File: config.mk
export PLATFORM = sky130hd
export DESIGN_NAME = seq_divider
export DESIGN_NICKNAME = d
export VERILOG_FILES = /design/src/rtl/seq_divider_pkg.sv /design/src/rtl/seq_divider_div_step.sv /design/src/rtl/seq_divider.sv
export SDC_FILE = /design/constraint.sdc
export NUM_CORES = 1
export LEC_CHECK = 0
export BUFFER_PORTS_ARGS = -buffer_cell sky130_fd_sc_hd__buf_4
export CAP_MARGIN = 40
export CORE_UTILIZATION = 50
export CTS_CLUSTER_DIAMETER = 30
export CTS_CLUSTER_SIZE = 8
export DETAILED_ROUTE_END_ITERATION = 10
export GPL_TIMING_DRIVEN = 0
export HOLD_SLACK_MARGIN = 0.06
export PLACE_DENSITY = 0.78
export SKIP_CTS_REPAIR_TIMING = 1
export SYNTH_ARGS = -nofsm -noshare
export SYNTH_HDL_FRONTEND = slang
export SYNTH_SLANG_ARGS = --single-unit
File: constraint.sdc
create_clock -name clock -period 12.5 [get_ports clock]
set_input_delay 3.125 -clock clock [delete_from_list [all_inputs] [get_ports clock]]
set_output_delay 3.125 -clock clock [all_outputs]
set_load 0.03 [all_outputs]
File: src/rtl/seq_divider_pkg.sv
// Shared datapath constants for the sequential signed divider.
package seq_divider_pkg;

    // Operand width; the divider result is twice this wide.
    localparam int DATA_WIDTH = 32;

    // Divider control states. Four states fit a 2-bit encoding.
    typedef enum logic [1:0] {
        S_IDLE = 2'd0,
        S_ITER = 2'd1,
        S_FIX  = 2'd2,
        S_DONE = 2'd3
    } div_state_t;

    // Quotient reported when the divisor is zero.
    localparam logic [DATA_WIDTH-1:0] DIV0_QUOTIENT = '1;

endpackage

File: src/rtl/seq_divider_div_step.sv
// One restoring division step on unsigned magnitudes.
// The {rem, quo} pair shifts left by one, then the divisor is trial-subtracted
// from the shifted remainder. The quotient bit shifted in is 1 when the trial
// does not go negative.
module div_step #(
    parameter int DW = 32
) (
    input  logic [DW-1:0] rem,
    input  logic [DW-1:0] quo,
    input  logic [DW-1:0] divisor,
    output logic [DW-1:0] next_rem,
    output logic [DW-1:0] next_quo
);

    // Trial subtraction carries one extra bit so its sign is visible.
    logic [DW:0] trial;
    logic        fits;

    // Shift, trial-subtract and restore when the trial goes negative.
    always_comb begin
        trial    = {rem, quo[DW-1]} - {1'b0, divisor};
        fits     = ~trial[DW];
        next_rem = fits ? trial[DW-1:0] : {rem[DW-2:0], quo[DW-1]};
        next_quo = {quo[DW-2:0], fits};
    end

endmodule

File: src/rtl/seq_divider.sv
// Multi-cycle signed restoring divider. Produces {remainder, quotient}
// for the Z register. Truncating division: the remainder takes the sign
// of the dividend.
module seq_divider #(
    parameter int DATA_WIDTH = seq_divider_pkg::DATA_WIDTH
) (
    input  logic                    clock,
    input  logic                    clear,
    input  logic                    start,
    input  logic [DATA_WIDTH-1:0]   dividend,
    input  logic [DATA_WIDTH-1:0]   divisor,
    output logic                    busy,
    output logic                    done,
    output logic                    div_by_zero,
    output logic [2*DATA_WIDTH-1:0] result
);

    import seq_divider_pkg::*;

    localparam int CW = $clog2(DATA_WIDTH);
    localparam logic [CW-1:0] LAST_STEP = CW'(DATA_WIDTH - 1);

    // Two's-complement magnitude. The most negative value maps to 2^(DW-1),
    // which still fits when read as unsigned.
    function automatic logic [DATA_WIDTH-1:0] magnitude(input logic [DATA_WIDTH-1:0] v);
        return v[DATA_WIDTH-1] ? (~v + 1'b1) : v;
    endfunction

    div_state_t            state;
    logic [CW-1:0]         count;
    logic [DATA_WIDTH-1:0] rem;
    logic [DATA_WIDTH-1:0] quo;
    logic [DATA_WIDTH-1:0] dvsr;
    logic                  neg_q;
    logic                  neg_r;

    logic [DATA_WIDTH-1:0] step_rem;
    logic [DATA_WIDTH-1:0] step_quo;
    logic [DATA_WIDTH-1:0] quo_fixed;
    logic [DATA_WIDTH-1:0] rem_fixed;

    div_step #(
        .DW(DATA_WIDTH)
    ) u_step (
        .rem      (rem),
        .quo      (quo),
        .divisor  (dvsr),
        .next_rem (step_rem),
        .next_quo (step_quo)
    );

    // Sign correction applied to the unsigned magnitudes in FIX.
    always_comb begin
        quo_fixed = neg_q ? (~quo + 1'b1) : quo;
        rem_fixed = neg_r ? (~rem + 1'b1) : rem;
    end

    // Control FSM with registered outputs. IDLE and DONE accept a start
    // identically, which allows back-to-back divides.
    always_ff @(posedge clock or posedge clear) begin
        if (clear) begin
            state       <= S_IDLE;
            count       <= '0;
            rem         <= '0;
            quo         <= '0;
            dvsr        <= '0;
            neg_q       <= 1'b0;
            neg_r       <= 1'b0;
            busy        <= 1'b0;
            done        <= 1'b0;
            div_by_zero <= 1'b0;
            result      <= '0;
        end else begin
            case (state)
                S_IDLE, S_DONE: begin
                    done  <= 1'b0;
                    state <= S_IDLE;
                    if (start) begin
                        if (divisor == '0) begin
                            state       <= S_DONE;
                            done        <= 1'b1;
                            div_by_zero <= 1'b1;
                            result      <= {dividend, DIV0_QUOTIENT};
                        end else begin
                            state       <= S_ITER;
                            busy        <= 1'b1;
                            div_by_zero <= 1'b0;
                            count       <= '0;
                            rem         <= '0;
                            quo         <= magnitude(dividend);
                            dvsr        <= magnitude(divisor);
                            neg_q       <= dividend[DATA_WIDTH-1] ^ divisor[DATA_WIDTH-1];
                            neg_r       <= dividend[DATA_WIDTH-1];
                        end
                    end
                end
                S_ITER: begin
                    rem   <= step_rem;
                    quo   <= step_quo;
                    count <= count + 1'b1;
                    if (count == LAST_STEP) begin
                        state <= S_FIX;
                    end
                end
                S_FIX: begin
                    result <= {rem_fixed, quo_fixed};
                    busy   <= 1'b0;
                    done   <= 1'b1;
                    state  <= S_DONE;
                end
                default: begin
                    state <= S_IDLE;
                    busy  <= 1'b0;
                    done  <= 1'b0;
                end
            endcase
        end
    end

endmodule

-- Yosys cells after proc, flatten, opt, wreduce, memory -nomap -nowiden
Cells that the tools add are included.
- add/subtract/negate cells: 6
- equal/unequal tests: 8
- multiplexer cells: 27
- bitwise gates (word level): 7
- reductions and logical operators: 10
- operators with widths (cell ; count):
    $mux W32 ; 9
    $add A32 B1 Y32 const B ; 4
    $mux W64 ; 2
    $not A32 Y32 ; 4
    $pmux W32 S2 ; 2
    $pmux W64 S2 ; 1
    $sub A33 B32 Y33 ; 1
    $logic_not A32 Y1 ; 1
    $reduce_and A3 Y1 ; 4
    $mux W5 ; 2
    $pmux W5 S2 ; 1
    $ne A2 B2 Y1 const B ; 4
    $mux W2 ; 3
    $pmux W2 S3 ; 1
    $add A5 B1 Y5 const B ; 1
    $eq A5 B5 Y1 const B ; 1
    $eq A2 B2 Y1 const B ; 2
    $mux W1 ; 4
    $pmux W1 S2 ; 2
    $reduce_bool A2 Y1 ; 2
    $eq A2 B1 Y1 const B ; 1
    $logic_not A2 Y1 ; 1
    $not A1 Y1 ; 2
    $reduce_and A2 Y1 ; 1
    2 further kinds ; 2
- register bits: 172
- input bits: 67
- output and inout bits: 67

-- Depth between registers and ports, before layout
Gate-level depths: netlist of run 1.
- depth in word-level cells: 6
- mapped depth: 13

-- Cells and area by module
A second synthesis of run 1 with hierarchy kept.
- cell total of the unflattened synthesis: 1480
- area, all modules: 12869.8 um^2
- by module, submodules not included (module ; times used ; cells each ; area each (um^2)):
    seq_divider ; 1 ; 1142 ; 10263.6
    div_step ; 1 ; 338 ; 2606.2

-- Least setup slack after synthesis of run 1
OpenSTA, ideal clock, no wires.
- path type: in2reg
- start point: input divisor[6]
- end point: register quo[15]
- setup time: 0.126 ns
- data arrival time: 5.404 ns
- slack: 6.970 ns
- stages: 8
- cells stage by stage: or4_1 -> nor4_2 -> nand4_1 -> or4_1 -> nand3_2 -> a21oi_1 -> buf_2 -> a221o_2
- longest elaborated chain between the ends: 3
- ends and longest elaborated chain (what ; RTL line ; source):
    start: declaration ; seq_divider.sv:11 ; input logic [DATA_WIDTH-1:0] divisor,
    $logic_not A32 Y1 ; seq_divider.sv:79 ; if (divisor == '0) begin
    $ne A2 B2 Y1 (no source line) ; n/a ;
    $reduce_and A3 Y1 (no source line) ; n/a ;
    end signal: assignment ; seq_divider.sv:90 ; quo <= magnitude(dividend);
    end signal: assignment ; seq_divider.sv:99 ; quo <= step_quo;
    end: declaration ; seq_divider.sv:32 ; logic [DATA_WIDTH-1:0] quo;
No other way between the ends.
A chain may end at the register's enable or synchronous reset.

-- Worst setup path in the final report of run 1
- start point: input divisor[6]
- end point: register quo[6]
The elaborated chain is that of the path after synthesis.

==> results.tsv, run 1 <==
stage	metric	value	unit
layout	final core occ	60.2	%
setup_path	slowest library cell on the worst path	or4_1	
synthesis	Seq cells post-synth	172	
synthesis	number of distinct library cells after synthesis	63	
detailed_routing	Post-route DRC	24	
clocking	CTS tree	built	
placed_design	worst slack at placement	5.91	ns
layout	fill count	1906	
timing	fmax	0.163	GHz
synthesis	synth top area cells	dfrtp_1 (38%), o21ai_0 (7.6%), xor2_1 (7.5%), nand2_1 (6.1%), ha_1 (4.6%)	
floorplanning	Die H	152	µm
timing	Clock Skews	0.0123	ns
pwr	P_leak	5.82	nW
pwr	VDD IR-drop max	85.9	µV
outcome	failing checks	design-rule violations	
grt	gr usage total	27.1	%
grt	vias in the first global route	9807	
timing	Period minus WS final	6.12	ns
grt	first-pass GRT wire length	50000	µm
hold_path	hold depth	2	
setup_path	CP arrival	6.45	ns
floorplanning	site row count	54	
layout	Final nets	1565	
grt	largest net degree at the start of global routing	113	
synthesis	top_reg_cell synth	dfrtp_1	
timing	setup TNS	0	ns
layout	number of diodes	0	
floorplanning	die width	152	µm
clocking	clock buffer depth	2	
detailed_routing	Final ANT Viol Nets	0	
floorplanning	Initial Utilization	51.3	%
clocking	Clock Tree Root	clkbuf_16	
setup_path	Worst Setup End Kind	flip-flop	
detailed_routing	Post-Route WL	30500	µm
clocking	CTS buffer count	17	
clocking	Worst-path clk slew	0.07	ns
clocking	clock latency on the worst-skew pair	0.44	ns
synthesis	EDFF count, synth	0	
layout	area of the multi-input gates	6450	µm²
detailed_routing	Pre-Repair DR Iteration Count	10	
timing	final setup vio count	0	
detailed_routing	Vias	10100	
clocking	H-tree levels	4	
floorplanning	core box area	22000	µm²
timing	Max Slew Vio Count	0	
layout	layout cells sized above 1	13.8	%
timing	Final Hold Vio Count	0	
detailed_routing	wire per inst	17.5	µm
synthesis	Avg Inst Size Synth	8.64	µm²
setup_path	CP max stage delay	0.59	ns
synthesis	Syn Std Cell Area	11300	µm²
setup_path	CP Launch Type	primary input	
timing	hold_ws	0.479	ns
synthesis	Mapped Cells	1304	
placed_design	Final HPWL DP	23800	µm
detailed_routing	DR vias/cell	5.79	
timing	Slew headroom	33.6	%
hold_path	Hold Path Class	reg2reg	
job	max cap viols	0	
placed_design	# port buffers	132	
placed_design	routability cong.	0.952	
setup_path	Crit path required time	12.83	ns
timing	final period utilization	48.9	%
layout	Layout Area Growth over Synthesis	17.3	%
setup_path	Reg2Reg Depth	13	
grt	initial antenna violation count	0	
timing	Slew @ Worst Pin	0.993	ns
pwr	Pwr Total	0.00313	W
synthesis	YS warnings	0	
grt	total gr overflow	0	
pwr	power per cell area	237	nW/µm²
outcome	status	complete, but fails checks	
floorplanning	I/O pin cnt	134	
layout	Reg area	4300	µm²
synthesis	Synth top area share	38.2	%
timing	setup ws final	6.38	ns
detailed_routing	Iteration-0 DRC Markers	704	
synthesis	Seq/Total Area, Yosys	38.2	%
synthesis	Synth area leader	dfrtp_1	
synthesis	Mapped Nets	1413	
synthesis	ys async rst share	100	%
clocking	Clock Sinks	172	
setup_path	crit path cell chain	buf_4 -> or4_1 -> nor4_2 -> nand4_1 -> nor4_2 -> nor2_1 -> nand2_1 -> clkbuf_1 -> nor2_1 -> a221o_1	
timing	RSZ-0062 raised after global routing	false	
floorplanning	area of the die	23100	µm²
setup_path	Critical Path Fanout Max	10	
setup_path	Crit Path Category	in2reg	
-- cells by family (layout without fill, tap and decap cells) --
group           Yosys count  count (layout)  synth area share, %
mux                      41              41                 3.64
fa+ha+maj                42              42                 4.73
compound gates          388             388                 21.5
flops                   172             172                 38.2
simple gates            381             381                 15.7
buf+inv                 129             294                 4.49
xor+xnor                151             151                 11.7
-- Yosys cell counts (8+ instances only) --
master / count
or4_1: 12
dfrtp_1: 172
buf_1: 9
nand2_1: 182
nand4_1: 8
nand3_1: 16
xor2_1: 97
nor4_1: 8
xnor2_1: 54
a21o_1: 14
o31ai_1: 31
a22oi_1: 11
a31oi_1: 34
ha_1: 41
buf_2: 17
nor2_1: 80
clkbuf_1: 52
o21a_1: 9
nand2b_1: 13
mux2i_1: 41
o21ai_0: 171
o41ai_1: 17
a21oi_1: 40
or3_1: 17
inv_1: 51
-- state kept, by name, summed over array words and instances (netlist names) --
| name | count |
|---|---|
| neg_r | 1 |
| busy | 1 |
| count | 5 |
| dvsr | 32 |
| done | 1 |
| div_by_zero | 1 |
| state | 2 |
| neg_q | 1 |
| rem | 32 |
| quo | 32 |
| result | 64 |
-- critical path: cells and delay by family --
kind | cells | cell delay, ns
compound gates | 1 | 0.27
buf+inv | 2 | 0.59
simple gates | 7 | 2.46
-- worst paths after layout --
kind	from	end	slack, ns
min in group asynchronous	clear	result[6]	2.69
max in group asynchronous	clear	dvsr[26]	8.93
hold reg to reg	dvsr[23]	dvsr[23]	0.48
setup / recovery	divisor[6]	quo[6]	6.38
setup reg to reg	quo[31]	rem[29]	8.14
hold / removal	dvsr[23]	dvsr[23]	0.48
-- placed cells by master, fill, tap and decap left out, types with 11 or more instances in the layout --
master / instances
clkbuf_16: 17
o21ai_0: 171
a21oi_1: 40
xnor2_1: 54
nand3_1: 16
buf_2: 17
a22oi_1: 11
mux2i_1: 41
clkbuf_1: 53
dfrtp_1: 172
or4_1: 12
or3_1: 17
nor2_1: 80
ha_1: 41
a21o_1: 14
nand2b_1: 13
a31oi_1: 34
xor2_1: 97
o31ai_1: 31
inv_1: 50
nand2_1: 182
buf_4: 132
o41ai_1: 17
-- report_power, final --
group	switching (W)	internal, W	leakage (nW)
registers	0.000163	0.000756	2.09
clock network	0.000247	0.000282	0.278
logic	0.00108	0.000606	3.45
-- cell type report --
| type | count | share of cell area, % |
|---|---|---|
| sequential | 172 | 32.6 |
| inverter | 51 | 1.50 |
| clock buffer | 18 | 3.25 |
| multi-input combinational | 1003 | 48.8 |
| buffer | 78 | 2.38 |
| tap | 280 | 2.65 |
| timing repair buffer | 133 | 7.70 |
| clock inverter | 14 | 1.13 |
-- through the flow --
| step | instance area [µm²] | cells |
|---|---|---|
| after floorplan | 11300 | 1304 |
| after global placement | 12600 | 1716 |
| after detailed placement | 12600 | 1717 |
| after CTS | 13200 | 1749 |
| after global routing | 13200 | 1749 |
| final | 13200 | 1749 |
-- per-layer routing --
layer / track usage (%) / vias up / part of all wire, %
met4: 12.6 / 0 / 3.7
met1: 34.3 / 4778 / 42
met2: 45.6 / 340 / 48
met3: 4.34 / 70 / 6.3
li1: - / 4938 / -
met5: 0 / - / 0
Power figures use the tool's default switching activity.
==> run 2: changes to the inputs <==
- PLACE_DENSITY: 0.78 -> 0.81
- clock period: 12.5 -> 5.3 ns (I/O delays scaled with it)
==> run 2 against run 1 <==
  * The run still ends with design-rule violations left
  * Largest cell class unchanged
  * Final cell count increased by 0.23%
  * Critical path depth did not move
  * Power is 140% higher
  * Wire length is essentially flat
  * Register-to-register slack lost 7.0 ns
  * Clock-buffer cell count is the same
  * Flip-flop and latch count did not move
  * Die area is the same
  * Largest power group unchanged
  * Global-route usage is 0.35 points lower
  * Sequential share of layout area shrank 0.15 points
  * Sequential power rose by 140%
==> results.tsv, run 2 (same netlist as run 1, synthesis figures left out) <==
stage	metric	value	unit
outcome	status	complete, but fails checks	
outcome	failing checks	design-rule violations	
detailed_routing	Iteration-0 DRC Markers	1073	
floorplanning	Initial Utilization	51.3	%
pwr	P_leak	5.85	nW
setup_path	slowest library cell on the worst path	or4_1	
placed_design	worst slack at placement	0.527	ns
layout	Final nets	1569	
setup_path	worst setup path start	divisor[6]	
timing	Slew @ Worst Pin	0.818	ns
floorplanning	Die H	152	µm
floorplanning	die width	152	µm
grt	vias in the first global route	9858	
clocking	clock buffer depth	2	
setup_path	crit path cell chain	buf_4 -> or4_1 -> nor4_2 -> nand4_1 -> nor4_2 -> nor2_1 -> nand2_1 -> clkbuf_1 -> nor2_1 -> a221o_1	
placed_design	# port buffers	132	
timing	Final Hold Vio Count	0	
floorplanning	area of the die	23100	µm²
grt	gr usage total	26.7	%
layout	fill count	1873	
clocking	CTS tree	built	
hold_path	Hold Path Class	reg2reg	
setup_path	Critical Path Fanout Max	10	
floorplanning	I/O pin cnt	134	
layout	area of the multi-input gates	6450	µm²
detailed_routing	wire per inst	17.4	µm
hold_path	worst hold start	dvsr[17]	
job	max cap viols	0	
setup_path	Crit path required time	5.63	ns
setup_path	CP arrival	4.70	ns
setup_path	Worst Setup End Kind	flip-flop	
placed_design	Placed Area	12700	µm²
grt	first-pass GRT wire length	49600	µm
layout	most common cell after layout, fill and taps aside	nand2_1	
detailed_routing	Post-route DRC	26	
layout	Reg area	4300	µm²
clocking	H-tree levels	4	
detailed_routing	Final ANT Viol Nets	0	
timing	Period minus WS final	4.37	ns
setup_path	CP Launch Type	primary input	
layout	max reg flops	64	
grt	total gr overflow	0	
detailed_routing	Vias	10300	
layout	Layout Area Growth over Synthesis	17.9	%
clocking	CTS buffer count	17	
grt	initial antenna violation count	0	
clocking	Clock Sinks	172	
timing	RSZ-0062 raised after global routing	false	
timing	Clock Skews	0.0103	ns
grt	largest net degree at the start of global routing	40	
pwr	VDD IR-drop max	204	µV
layout	most frequent cells in the layout	nand2_1 (182), dfrtp_1 (172), o21ai_0 (171)	
layout	final instance area	13300	µm²
setup_path	Crit Path Category	in2reg	
placed_design	Final HPWL DP	24100	µm
timing	setup ws final	0.935	ns
detailed_routing	DR vias/cell	5.86	
layout	layout cells sized above 1	14.0	%
timing	Max Slew Vio Count	0	
detailed_routing	Pre-Repair DR Iteration Count	9	
timing	final setup vio count	0	
timing	final period utilization	82.4	%
layout	Biggest register	result	
detailed_routing	Post-Route WL	30500	µm
layout	number of diodes	0	
clocking	clock latency on the worst-skew pair	0.45	ns
floorplanning	core box area	22000	µm²
setup_path	CP max stage delay	0.59	ns
floorplanning	site row count	54	
timing	Slew headroom	45.5	%
timing	setup TNS	0	ns
clocking	Worst-path clk slew	0.07	ns
pwr	power per cell area	556	nW/µm²
setup_path	worst reg2reg startpoint	quo[31]	
placed_design	routability cong.	0.971	
timing	fmax	0.229	GHz
clocking	Clock Tree Root	clkbuf_16	
[run 2: changes by cell type in the layout (fill, tap and decap cells not counted)]
| cell | delta |
|---|---|
| clkbuf_1 | -1 |
| buf_16 | -1 |
| buf_1 | +1 |
| inv_6 | +3 |
| clkinv_4 | -2 |
| clkinvlp_4 | +1 |
| clkbuf_8 | +1 |
| buf_12 | +4 |
| inv_8 | -2 |
[run 2: worst max-delay path: cells and delay by family]
family	cells	cell delay, ns
buffers and inverters	2	0.58
and+or+nand+nor	7	2.52
AOI/OAI and AO/OA	1	0.27
[run 2: layout make-up]
class,count,area share (%)
Multi-Input combinational cell,1003,48.6
Sequential cell,172,32.4
Timing Repair Buffer,137,8.09
Clock buffer,18,3.31
Tap cell,280,2.64
Buffer,78,2.37
Inverter,51,1.47
Clock inverter,14,1.10
[run 2: per-stage QoR]
step                      hold WS [ns]  total power, W  utilization (%)  cells
after global routing             0.502         0.00789             60.5   1753
after detailed placement         0.468         0.00609             57.8   1721
final                            0.484         0.00739             60.5   1753
after global placement           0.458         0.00596             57.4   1716
after floorplan                  0.445         0.00487                -   1304
after CTS                        0.483         0.00735             60.5   1753
[run 2: final timing paths]
| path | cells after the start | end | slack [ns] |
|---|---|---|---|
| max reg2reg | 14 | rem[29] | 1.18 |
| max | 10 | quo[6] | 0.93 |
| min | 2 | dvsr[17] | 0.48 |
| min in group asynchronous | 2 | result[6] | 0.97 |
| min reg2reg | 2 | dvsr[17] | 0.48 |
| max in group asynchronous | 4 | state[1] | 3.44 |
[run 2: where the power goes]
group,switching (W),leakage (nW),internal [W]
Sequential,0.000381,2.09,0.00178
Combinational,0.00253,3.47,0.00143
Clock,0.000585,0.284,0.000679
[run 2: layer usage]
layer | part of all wire [%] | global-route usage, % | wire length, µm | vias to the layer above
met5 | 0 | 0 | 0 | -
met4 | 3.1 | 10.5 | 949 | 0
met3 | 6.7 | 4.54 | 2050 | 64
met2 | 48 | 45.6 | 14700 | 429
met1 | 42 | 33.9 | 12800 | 4834
li1 | - | - | - | 4942
==> run 3: changes to the inputs <==
- PLACE_DENSITY: 0.81 -> 0.78
- clock period: 5.3 -> 4.6 ns (I/O delays scaled with it)
==> run 3 against run 2 <==
  * The flow still finishes with violations (design-rule violations)
  * Hold slack worse by 0.0064 ns
  * First-iteration DRC count is 25% lower
  * Critical path depth stayed put
  * Sequential share of layout area is 0.055 points higher
  * Clock-buffer cell count stayed put
  * Die area stayed put
  * Global-route usage is 0.30 points higher
  * Wire length is 0.12% lower
  * Core utilization is 0.10 points lower
  * Largest cell class unchanged
==> results.tsv, run 3 (same netlist as run 1, synthesis figures left out) <==
stage	metric	value	unit
layout	Biggest register	result	
setup_path	Critical R2R Capture	rem[4]	
floorplanning	site row count	54	
setup_path	slowest library cell on the worst path	or4_1	
setup_path	Critical Path Fanout Max	10	
setup_path	Crit path required time	4.91	ns
setup_path	worst setup path start	divisor[6]	
timing	Slew headroom	44.5	%
clocking	clock latency on the worst-skew pair	0.44	ns
grt	largest net degree at the start of global routing	41	
placed_design	Final HPWL DP	24300	µm
hold_path	Hold Path Class	reg2reg	
clocking	Clock Tree Root	clkbuf_16	
clocking	Clock Sinks	172	
layout	final core occ	60.4	%
setup_path	Crit Path Category	in2reg	
setup_path	CP Launch Type	primary input	
pwr	VDD IR-drop max	315	µV
layout	number of diodes	0	
detailed_routing	Final ANT Viol Nets	0	
pwr	power per cell area	638	nW/µm²
setup_path	CP arrival	4.64	ns
layout	Layout Area Growth over Synthesis	17.7	%
layout	Final nets	1569	
floorplanning	area of the die	23100	µm²
timing	Period minus WS final	4.33	ns
detailed_routing	Vias	10200	
floorplanning	Initial Utilization	51.3	%
timing	fmax	0.231	GHz
setup_path	worst reg2reg startpoint	quo[31]	
floorplanning	die width	152	µm
pwr	P_leak	5.84	nW
grt	first-pass GRT wire length	50000	µm
timing	final setup vio count	0	
setup_path	Worst Setup End Kind	flip-flop	
timing	RSZ-0062 raised after global routing	false	
timing	Slew @ Worst Pin	0.832	ns
grt	initial antenna violation count	0	
setup_path	Worst setup endpoint	quo[6]	
placed_design	routability cong.	0.945	
detailed_routing	Iteration-0 DRC Markers	805	
outcome	status	complete, but fails checks	
clocking	CTS buffer count	17	
layout	Finished Layout Cells	1753	
timing	Final Hold Vio Count	0	
timing	Clock Skews	0.00889	ns
detailed_routing	Post-Route WL	30500	µm
clocking	CTS tree	built	
clocking	clock buffer depth	2	
layout	layout cells sized above 1	13.9	%
floorplanning	Die H	152	µm
detailed_routing	DR vias/cell	5.80	
setup_path	crit path cell chain	buf_4 -> or4_1 -> nor4_2 -> nand4_1 -> nor4_2 -> nor2_1 -> nand2_1 -> clkbuf_1 -> nor2_1 -> a221o_1	
grt	total gr overflow	0	
grt	vias in the first global route	9724	
layout	max reg flops	64	
setup_path	Reg2Reg Depth	14	
floorplanning	I/O pin cnt	134	
detailed_routing	Pre-Repair DR Iteration Count	9	
layout	most common cell after layout, fill and taps aside	nand2_1	
hold_path	hold depth	2	
grt	gr usage total	27.1	%
placed_design	placed cells	1721	
outcome	failing checks	design-rule violations	
timing	Max Slew Vio Count	0	
setup_path	register-to-register setup slack	0.55	ns
clocking	H-tree levels	4	
setup_path	CP max stage delay	0.59	ns
detailed_routing	Post-route DRC	26	
detailed_routing	wire per inst	17.4	µm
floorplanning	core box area	22000	µm²
job	max cap viols	0	
clocking	Worst-path clk slew	0.07	ns
layout	most frequent cells in the layout	nand2_1 (182), dfrtp_1 (172), o21ai_0 (171)	
timing	final period utilization	94.1	%
placed_design	# port buffers	132	
timing	setup TNS	0	ns
pwr	Pwr Total	0.00845	W
-- run 3: cell count changes in the layout (fill, tap and decap cells not counted) --
cell      before  now
clkinv_4       1    3
inv_6          8    6
inv_8          2    0
clkinv_2       0    2
clkbuf_8       1    0
clkbuf_1      52   53
-- run 3: worst min path at each step --
stage / start / slack (ns) / endpoint
after detailed placement: count[4] / 0.47 / count[4]
after global placement: count[4] / 0.46 / count[4]
after CTS: count[4] / 0.48 / count[4]
after floorplan: count[4] / 0.45 / count[4]
after global routing: dvsr[25] / 0.50 / dvsr[25]
final: dvsr[4] / 0.48 / dvsr[4]
-- run 3: metal layers --
metal,up-vias,track usage (%),part of all wire (%)
li1,4944,-,-
met1,4797,35.0,43
met2,365,46.1,48
met3,57,4.45,6.0
met4,0,9.04,2.6
met5,-,0,0
-- run 3: worst max-delay path, delay by kind of cell --
kind                   cells  cell delay [ns]
buffers and inverters      2             0.59
AOI/OAI and AO/OA          1             0.27
and+or+nand+nor            7             2.62
-- run 3: power breakdown --
part / total [W] / switching [W] / internal, W
Clock: 0.00140 / 0.000643 / 0.000756
Sequential: 0.00249 / 0.000440 / 0.00205
Combinational: 0.00456 / 0.00291 / 0.00165
-- run 3: through the flow --
step	setup slack, ns	instance area [µm²]	hold slack [ns]
after CTS	0.406	13300	0.483
final	0.272	13300	0.477
after global routing	0.0973	13300	0.500
after floorplan	1.04	11300	0.445
after global placement	-0.00571	12600	0.461
after detailed placement	-0.0416	12700	0.467
-- run 3: cell type report --
type	count	area (µm²)
multi-input combinational	1003	6450
inverter	51	195
fill	1927	8700
timing repair buffer	137	1070
clock inverter	14	134
buffer	78	314
clock buffer	18	429
tap	280	350
sequential	172	4300
